### src/rtl/mem_access_ctrl_if.sv
// Data-memory request/acknowledge bus between the MEM-stage controller
// and a variable-latency data memory.
interface mem_access_ctrl_if #(
    parameter int DATA_W = 32
);
    logic              mem_req;
    logic              mem_we;
    logic [DATA_W-1:0] mem_addr;
    logic [DATA_W-1:0] mem_wdata;
    logic              mem_ack;
    logic [DATA_W-1:0] mem_rdata;

    modport master (
        output mem_req,
        output mem_we,
        output mem_addr,
        output mem_wdata,
        input  mem_ack,
        input  mem_rdata
    );

    modport slave (
        input  mem_req,
        input  mem_we,
        input  mem_addr,
        input  mem_wdata,
        output mem_ack,
        output mem_rdata
    );
endinterface

### src/rtl/mem_access_ctrl.sv
// MEM-stage data-memory access controller: turns M-stage loads/stores
// into req/ack transactions, stalls the pipe, flags misalign/timeout.
module mem_access_ctrl #(
    parameter int DATA_W  = 32,
    parameter int TIMEOUT = 16
) (
    input  logic              clk,
    input  logic              reset,
    input  logic              load_m,
    input  logic              store_m,
    input  logic [DATA_W-1:0] addr_m,
    input  logic [DATA_W-1:0] wdata_m,
    input  logic [3:0]        waddr_m,
    mem_access_ctrl_if.master bus,
    output logic              stall_m,
    output logic              rd_valid,
    output logic [DATA_W-1:0] rd_data,
    output logic [3:0]        rd_waddr,
    output logic              err_align,
    output logic              err_timeout
);
    localparam int CntW = $clog2(TIMEOUT);

    typedef enum logic [1:0] {
        IDLE,
        ACCESS,
        DONE
    } state_t;

    state_t            state;
    state_t            stateNext;
    logic [CntW-1:0]   cnt;
    logic              cntLast;
    logic              op;
    logic              aligned;
    logic              memReq;
    logic              memWe;
    logic [DATA_W-1:0] memAddr;
    logic [DATA_W-1:0] memWdata;
    logic [3:0]        waddrLat;
    logic              rdValid;
    logic [DATA_W-1:0] rdData;
    logic [3:0]        rdWaddr;
    logic              errAlign;
    logic              errTimeout;

    assign op      = load_m | store_m;
    assign aligned = (addr_m[1:0] == 2'b00);
    assign cntLast = (cnt == CntW'(TIMEOUT - 1));

    // Pipeline freezes while an op waits in IDLE or an access is in flight
    assign stall_m = ((state == IDLE) && op) || (state == ACCESS);

    assign bus.mem_req   = memReq;
    assign bus.mem_we    = memWe;
    assign bus.mem_addr  = memAddr;
    assign bus.mem_wdata = memWdata;

    assign rd_valid    = rdValid;
    assign rd_data     = rdData;
    assign rd_waddr    = rdWaddr;
    assign err_align   = errAlign;
    assign err_timeout = errTimeout;

    // State register
    always_ff @(posedge clk) begin
        if (reset) begin
            state <= IDLE;
        end else begin
            state <= stateNext;
        end
    end

    // Next-state: misaligned ops skip the memory and go straight to DONE
    always_comb begin
        stateNext = state;
        unique case (state)
            IDLE: begin
                if (op) begin
                    stateNext = aligned ? ACCESS : DONE;
                end
            end
            ACCESS: begin
                if (bus.mem_ack || cntLast) begin
                    stateNext = DONE;
                end
            end
            DONE:    stateNext = IDLE;
            default: stateNext = IDLE;
        endcase
    end

    // Request, timeout counter and write-back registers; pulses last one cycle
    always_ff @(posedge clk) begin
        if (reset) begin
            cnt        <= '0;
            memReq     <= 1'b0;
            memWe      <= 1'b0;
            memAddr    <= '0;
            memWdata   <= '0;
            waddrLat   <= '0;
            rdValid    <= 1'b0;
            rdData     <= '0;
            rdWaddr    <= '0;
            errAlign   <= 1'b0;
            errTimeout <= 1'b0;
        end else begin
            rdValid    <= 1'b0;
            errAlign   <= 1'b0;
            errTimeout <= 1'b0;
            unique case (state)
                IDLE: begin
                    if (op && aligned) begin
                        memReq   <= 1'b1;
                        memWe    <= store_m;
                        memAddr  <= {addr_m[DATA_W-1:2], 2'b00};
                        memWdata <= wdata_m;
                        waddrLat <= waddr_m;
                        cnt      <= '0;
                    end else if (op) begin
                        errAlign <= 1'b1;
                    end
                end
                ACCESS: begin
                    if (bus.mem_ack) begin
                        memReq <= 1'b0;
                        if (!memWe) begin
                            rdData  <= bus.mem_rdata;
                            rdWaddr <= waddrLat;
                            rdValid <= 1'b1;
                        end
                    end else if (cntLast) begin
                        memReq     <= 1'b0;
                        errTimeout <= 1'b1;
                        rdData     <= '0;
                    end else begin
                        cnt <= cnt + 1'b1;
                    end
                end
                default: ;
            endcase
        end
    end
endmodule
### src/flat_wrapper.sv
// flat-port wrapper written by rule: the top's interface ports become plain ports
module mem_access_ctrl_flat 
#(
    parameter int DATA_W  = 32,
    parameter int TIMEOUT = 16
)
  (clk, reset, load_m, store_m, addr_m, wdata_m, waddr_m, stall_m, rd_valid, rd_data, rd_waddr, err_align, err_timeout, bus_mem_req, bus_mem_we, bus_mem_addr, bus_mem_wdata, bus_mem_ack, bus_mem_rdata);
  mem_access_ctrl_if #(.DATA_W(DATA_W)) bus_i ();
  input  logic clk;
  input  logic reset;
  input  logic load_m;
  input  logic store_m;
  input  logic [DATA_W-1:0] addr_m;
  input  logic [DATA_W-1:0] wdata_m;
  input  logic [3:0] waddr_m;
  output logic stall_m;
  output logic rd_valid;
  output logic [DATA_W-1:0] rd_data;
  output logic [3:0] rd_waddr;
  output logic err_align;
  output logic err_timeout;
  output wire logic [$bits(bus_i.mem_req)-1:0] bus_mem_req;
  output wire logic [$bits(bus_i.mem_we)-1:0] bus_mem_we;
  output wire logic [$bits(bus_i.mem_addr)-1:0] bus_mem_addr;
  output wire logic [$bits(bus_i.mem_wdata)-1:0] bus_mem_wdata;
  input wire logic [$bits(bus_i.mem_ack)-1:0] bus_mem_ack;
  input wire logic [$bits(bus_i.mem_rdata)-1:0] bus_mem_rdata;
  assign bus_mem_req = bus_i.mem_req;
  assign bus_mem_we = bus_i.mem_we;
  assign bus_mem_addr = bus_i.mem_addr;
  assign bus_mem_wdata = bus_i.mem_wdata;
  assign bus_i.mem_ack = bus_mem_ack;
  assign bus_i.mem_rdata = bus_mem_rdata;
  mem_access_ctrl #(.DATA_W(DATA_W), .TIMEOUT(TIMEOUT)) u_core (.clk(clk), .reset(reset), .load_m(load_m), .store_m(store_m), .addr_m(addr_m), .wdata_m(wdata_m), .waddr_m(waddr_m), .bus(bus_i), .stall_m(stall_m), .rd_valid(rd_valid), .rd_data(rd_data), .rd_waddr(rd_waddr), .err_align(err_align), .err_timeout(err_timeout));
endmodule
### config.mk
export PLATFORM = sky130hd
export DESIGN_NAME = mem_access_ctrl_flat
export DESIGN_NICKNAME = d
export VERILOG_FILES = /design/src/rtl/mem_access_ctrl_if.sv /design/src/rtl/mem_access_ctrl.sv /design/src/flat_wrapper.sv
export SDC_FILE = /design/constraint.sdc
export NUM_CORES = 1
export LEC_CHECK = 0
export BUFFER_PORTS_ARGS = -buffer_cell sky130_fd_sc_hd__buf_2
export CAP_MARGIN = 20
export CORE_UTILIZATION = 46
export DETAILED_ROUTE_END_ITERATION = 6
export PLACE_DENSITY_LB_ADDON = 0.15
export SYNTH_ARGS = -nofsm -noshare
export SYNTH_HDL_FRONTEND = slang
export SYNTH_SLANG_ARGS = --single-unit
### constraint.sdc
create_clock -name clk -period 1.95 [get_ports clk]
set_clock_uncertainty 0.05 [all_clocks]
set_input_delay 0.195 -clock clk [delete_from_list [all_inputs] [get_ports clk]]
set_output_delay 0.195 -clock clk [all_outputs]
set_load 0.05 [all_outputs]
Word-level counts from Yosys, hierarchy flattened
Cells that the tools add are included.
{"block": "classes", "addsub": 1, "n_eq_ne": 9, "n_mux": 18, "bitwise_logic": 5, "reduce_logical": 17}
{"operator": "2-to-1 mux 32 bit", "count": 3}
{"operator": "2-to-1 mux 4 bit", "count": 3}
{"operator": "inequality test 2 bit, second input constant", "count": 5}
{"operator": "AND reduction 3 bit", "count": 3}
{"operator": "OR reduction 3 bit", "count": 3}
{"operator": "case mux 4 bit (2 select lines)", "count": 1}
{"operator": "2-to-1 mux 1 bit", "count": 6}
{"operator": "2-to-1 mux 2 bit", "count": 3}
{"operator": "adder 4 x 1 -> 4 bit, second input constant", "count": 1}
{"operator": "equality test 4 bit, second input constant", "count": 1}
{"operator": "zero test 2 bit", "count": 2}
{"operator": "NOT 1 bit", "count": 4}
{"operator": "case mux 2 bit (2 select lines)", "count": 1}
{"operator": "AND reduction 2 bit", "count": 2}
{"operator": "AND reduction 4 bit", "count": 1}
{"operator": "nonzero test 2 bit", "count": 2}
{"operator": "inequality test 3 x 2 -> 1 bit, second input constant", "count": 1}
{"operator": "equality test 2 x 1 -> 1 bit, second input constant", "count": 1}
{"operator": "logical AND 1 bit", "count": 2}
{"operator": "logical OR 1 bit", "count": 2}
{"operator": "inequality test 2 x 1 -> 1 bit, second input constant", "count": 1}
{"operator": "case mux 1 bit (2 select lines)", "count": 1}
{"operator": "bitwise OR 1 bit", "count": 1}
{"block": "word_totals", "ff_bits": 113, "in_bits": 105, "out_inout_bits": 106, "word_cells": 62}

Longest topological paths before layout
{"block": "depth", "ltp_word": 4, "mapped_depth": 6, "mapped_depth_nobuf": 4}

Worst setup path after synthesis
No wires, ideal clock.
{"block": "synth_path", "kind": "input to output", "from": "in store_m", "to": "out stall_m", "t_arrival_ns": 1.608, "t_required_ns": 1.705, "setup_slack_ns": 0.097, "cell_stages": 6, "path_buffers": 3, "path_cell_list": "or2_2 > clkbuf_1 > buf_2 > buf_1 > nor2_1 > nor2_1"}
{"block": "synth_via", "elab_chain_cells": 3}
{"element": "start: declaration", "line_no": "flat_wrapper.sv:12", "text": "input logic store_m;"}
{"element": "bitwise OR 1 bit", "line_no": "mem_access_ctrl.sv:47", "text": "assign op = load_m | store_m;"}
{"element": "logical AND 1 bit", "line_no": "mem_access_ctrl.sv:52", "text": "assign stall_m = ((state == IDLE) && op) || (state == ACCESS);"}
{"element": "logical OR 1 bit", "line_no": "mem_access_ctrl.sv:52"}
{"element": "end: declaration", "line_no": "flat_wrapper.sv:16", "text": "output logic stall_m;"}
Every way passes these cells.

Final worst setup path
Ends and elaborated chain as after synthesis.

==> results.json <==
{
  "outcome": "finished clean",
  "antenna_found_initial": 0,
  "cp.arrival_ps": 1550,
  "netSwitchingFraction": 0.262,
  "fin_setup_tns_ps": 0,
  "share_comb_of_total_power": 0.145,
  "drive_gt1_frac": 0.332,
  "grt.busiest_layer": "met2",
  "die_height_um": 99.8,
  "core_region_area_um2": 9240,
  "use_met3": 0.0891,
  "cts_root_buffer": "clkbuf_8",
  "fin_crit_sh": 0.919,
  "syn_area_per_cell_um2": 9.06,
  "clock_power_share": 0.470,
  "cap_viol_max_count": 0,
  "cts_made_buffers": 17,
  "worstHoldPathType": "in -> reg",
  "post-dp-hpwl_um": 7400,
  "via_count": 4740,
  "critical_path_class": "in -> out",
  "viasPerCell": 5.19,
  "final-max-slew-violation-count": 0,
  "min_period_ps": 1790,
  "antennaDiodeCount": 0,
  "layout_commonest_cell": "buf_2",
  "cts.path.max_buffers": 2,
  "end_kind": "primary output",
  "grt_max_degree": 68,
  "fmax_ghz": 0.558,
  "hold_path_depth": 3,
  "grt_pass1_vias": 4624,
  "p_per_area_nw_per_um2": 894,
  "clock_latency_ps": 490,
  "tightest_slew_ps": 550,
  "nFillCells": 664,
  "rsz0062_at_grt": "false",
  "drc": 0,
  "use_met2": 0.447,
  "first_iter_violations": 223,
  "initial_utilization": 0.476,
  "synth_top_area_share": 0.514,
  "power.internal_uw": 4660,
  "firstDrtPassIters": 5,
  "synthTopCellsByArea": "dfxtp_1, a21oi_1, nand3_1, o2bb2ai_1, nand2b_1",
  "crit_path_start_kind": "input pin",
  "setup_viol": 0,
  "grtUsageTotal": 0.262,
  "final_nets": 877,
  "synth-edff-count": 0,
  "synth_async_sr_flop_share": 0,
  "overflow": 0,
  "finalHoldViolCount": 0,
  "port_buffers": 208,
  "yosys_warnings": 0,
  "cp_max_fo": 9,
  "dp_slack_ps": 211,
  "layout_common_cells": "buf_2, dfxtp_1, dlygate4sd3_1, a21oi_1, nand3_1",
  "use_met1": 0.301,
  "synth.cell_area_um2": 4400,
  "slew_headroom": 0.632,
  "die-width_um": 99.8,
  "whs_ps": 27.2,
  "p_leak_uw": 0.00302,
  "postCtsSetupBuffers": 0,
  "p_total_uw": 6320,
  "rows": 35,
  "synth_cells": 486,
  "clk_pin_slew_ps": 50,
  "ir_drop_uv": 519,
  "cts_tree": "built",
  "io_pins": 211,
  "seqPwrFrac": 0.384,
  "cts.sinks": 113,
  "ant_nets": 0,
  "yosysTopAreaCell": "dfxtp_1",
  "layout_setup_ws_ps": 158,
  "gp_congestion": 0.719,
  "critPathRequiredTime_ps": 1700,
  "reg2reg_depth": 4,
  "synth_cell_type_count": 36,
  "ys_ff_latch": 113,
  "die_area_um2": 9960,
  "drt_wl_total_um": 13100,
  "htree_num_levels": 4,
  "syn2layout_area_growth_pct": 60.6,
  "synth_ff_type": "dfxtp_1",
  "switchingPower_uw": 1650,
  "ys_seq_area_frac": 0.514,
  "grt_pass1_wl_um": 20900,
  "wl_per_cell_um": 14.3
}
-- sequential cells by signal, indices dropped and copies added (netlist names) --
| name | count |
|---|---|
| u_core.bus.mem_req | 1 |
| u_core.state | 2 |
| u_core.cnt | 4 |
| u_core.rd_data | 32 |
| u_core.rd_waddr | 4 |
| u_core.waddrLat | 4 |
| u_core.bus.mem_addr | 30 |
| u_core.bus.mem_we | 1 |
| u_core.bus.mem_wdata | 32 |
| u_core.rd_valid | 1 |
| u_core.err_timeout | 1 |
| u_core.err_align | 1 |
-- critical path, cell delays in order --
cell	delay, ps
dlygate4sd3_1	530
buf_2	150
or2_4	310
nor2_1	100
nor2_1	50
buf_2	210
-- power groups by stage --
stage	Combinational (uW)	Sequential, uW	Clock [uW]
floorplan	281	2710	0
finish	919	2430	2970
global placement	744	2470	0
CTS	907	2430	3040
global route	976	2430	3160
detailed placement	754	2470	0
-- worst paths after layout --
path	from	to	slack (ps)
worst max-delay path	store_m	stall_m	160
worst max register to register	u_core.state[0]$_SDFFE_PP0P_	u_core.bus.mem_addr[29]$_SDFFE_PP0P_	160
worst min register to register	u_core.rd_data[13]$_SDFFE_PP0P_	u_core.rd_data[13]$_SDFFE_PP0P_	410
worst min-delay path	addr_m[0]	u_core.err_align$_SDFF_PP0_	30
-- kinds of logic (layout without fill, tap and decap cells) --
kind of cell	after synthesis	count (layout)	synth area share
AOI/OAI and AO/OA	179	179	0.238
and+or+nand+nor	134	134	0.171
DFF	113	113	0.514
buffers and inverters	54	351	0.0642
muxes	4	4	0.00910
adders and majority gates	1	1	0.00284
other	1	2	0.000852
-- per-stage QoR --
step	instances	util	area, um2
final	913	0.765	7070
after global routing	913	0.765	7070
after CTS	913	0.765	7070
after detailed placement	782	0.594	5490
after global placement	782	0.594	5490
after floorplan	487	-	4410
-- layer usage --
metal | vias up | part of all wire
li1 | 2317 | -
met1 | 2195 | 0.41
met2 | 204 | 0.50
met3 | 24 | 0.071
met4 | 0 | 0.018
met5 | - | 0
-- layout make-up --
| type | instances | area (um2) | area share |
|---|---|---|---|
| tap | 129 | 161 | 0.0228 |
| timing repair buffer | 319 | 2170 | 0.308 |
| clock buffer | 20 | 455 | 0.0644 |
| sequential | 113 | 2260 | 0.320 |
| clock inverter | 12 | 134 | 0.0189 |
| multi-input combinational | 320 | 1880 | 0.266 |
-- repair_timing --
| item | in CTS | in global routing |
|---|---|---|
| hold buffers | 99 | 0 |
| endpoints found under the hold margin | 99 | 0 |
| endpoints found under the setup margin | 0 | 1 |
| gates resized for setup | 0 | 1 |
-- synthesized netlist by cell type (all sizes together) (2+ instances only) --
library cell / n
a21oi: 73
nor4b: 2
dfxtp: 113
nor2: 11
nor3: 2
buf: 18
mux2i: 4
a31oi: 2
o2bb2ai: 32
nand2b: 34
o221ai: 3
nor4: 2
or3: 2
clkbuf: 36
o21ai: 68
nand2: 4
nand3: 69
(Power assumes the default switching activity.)
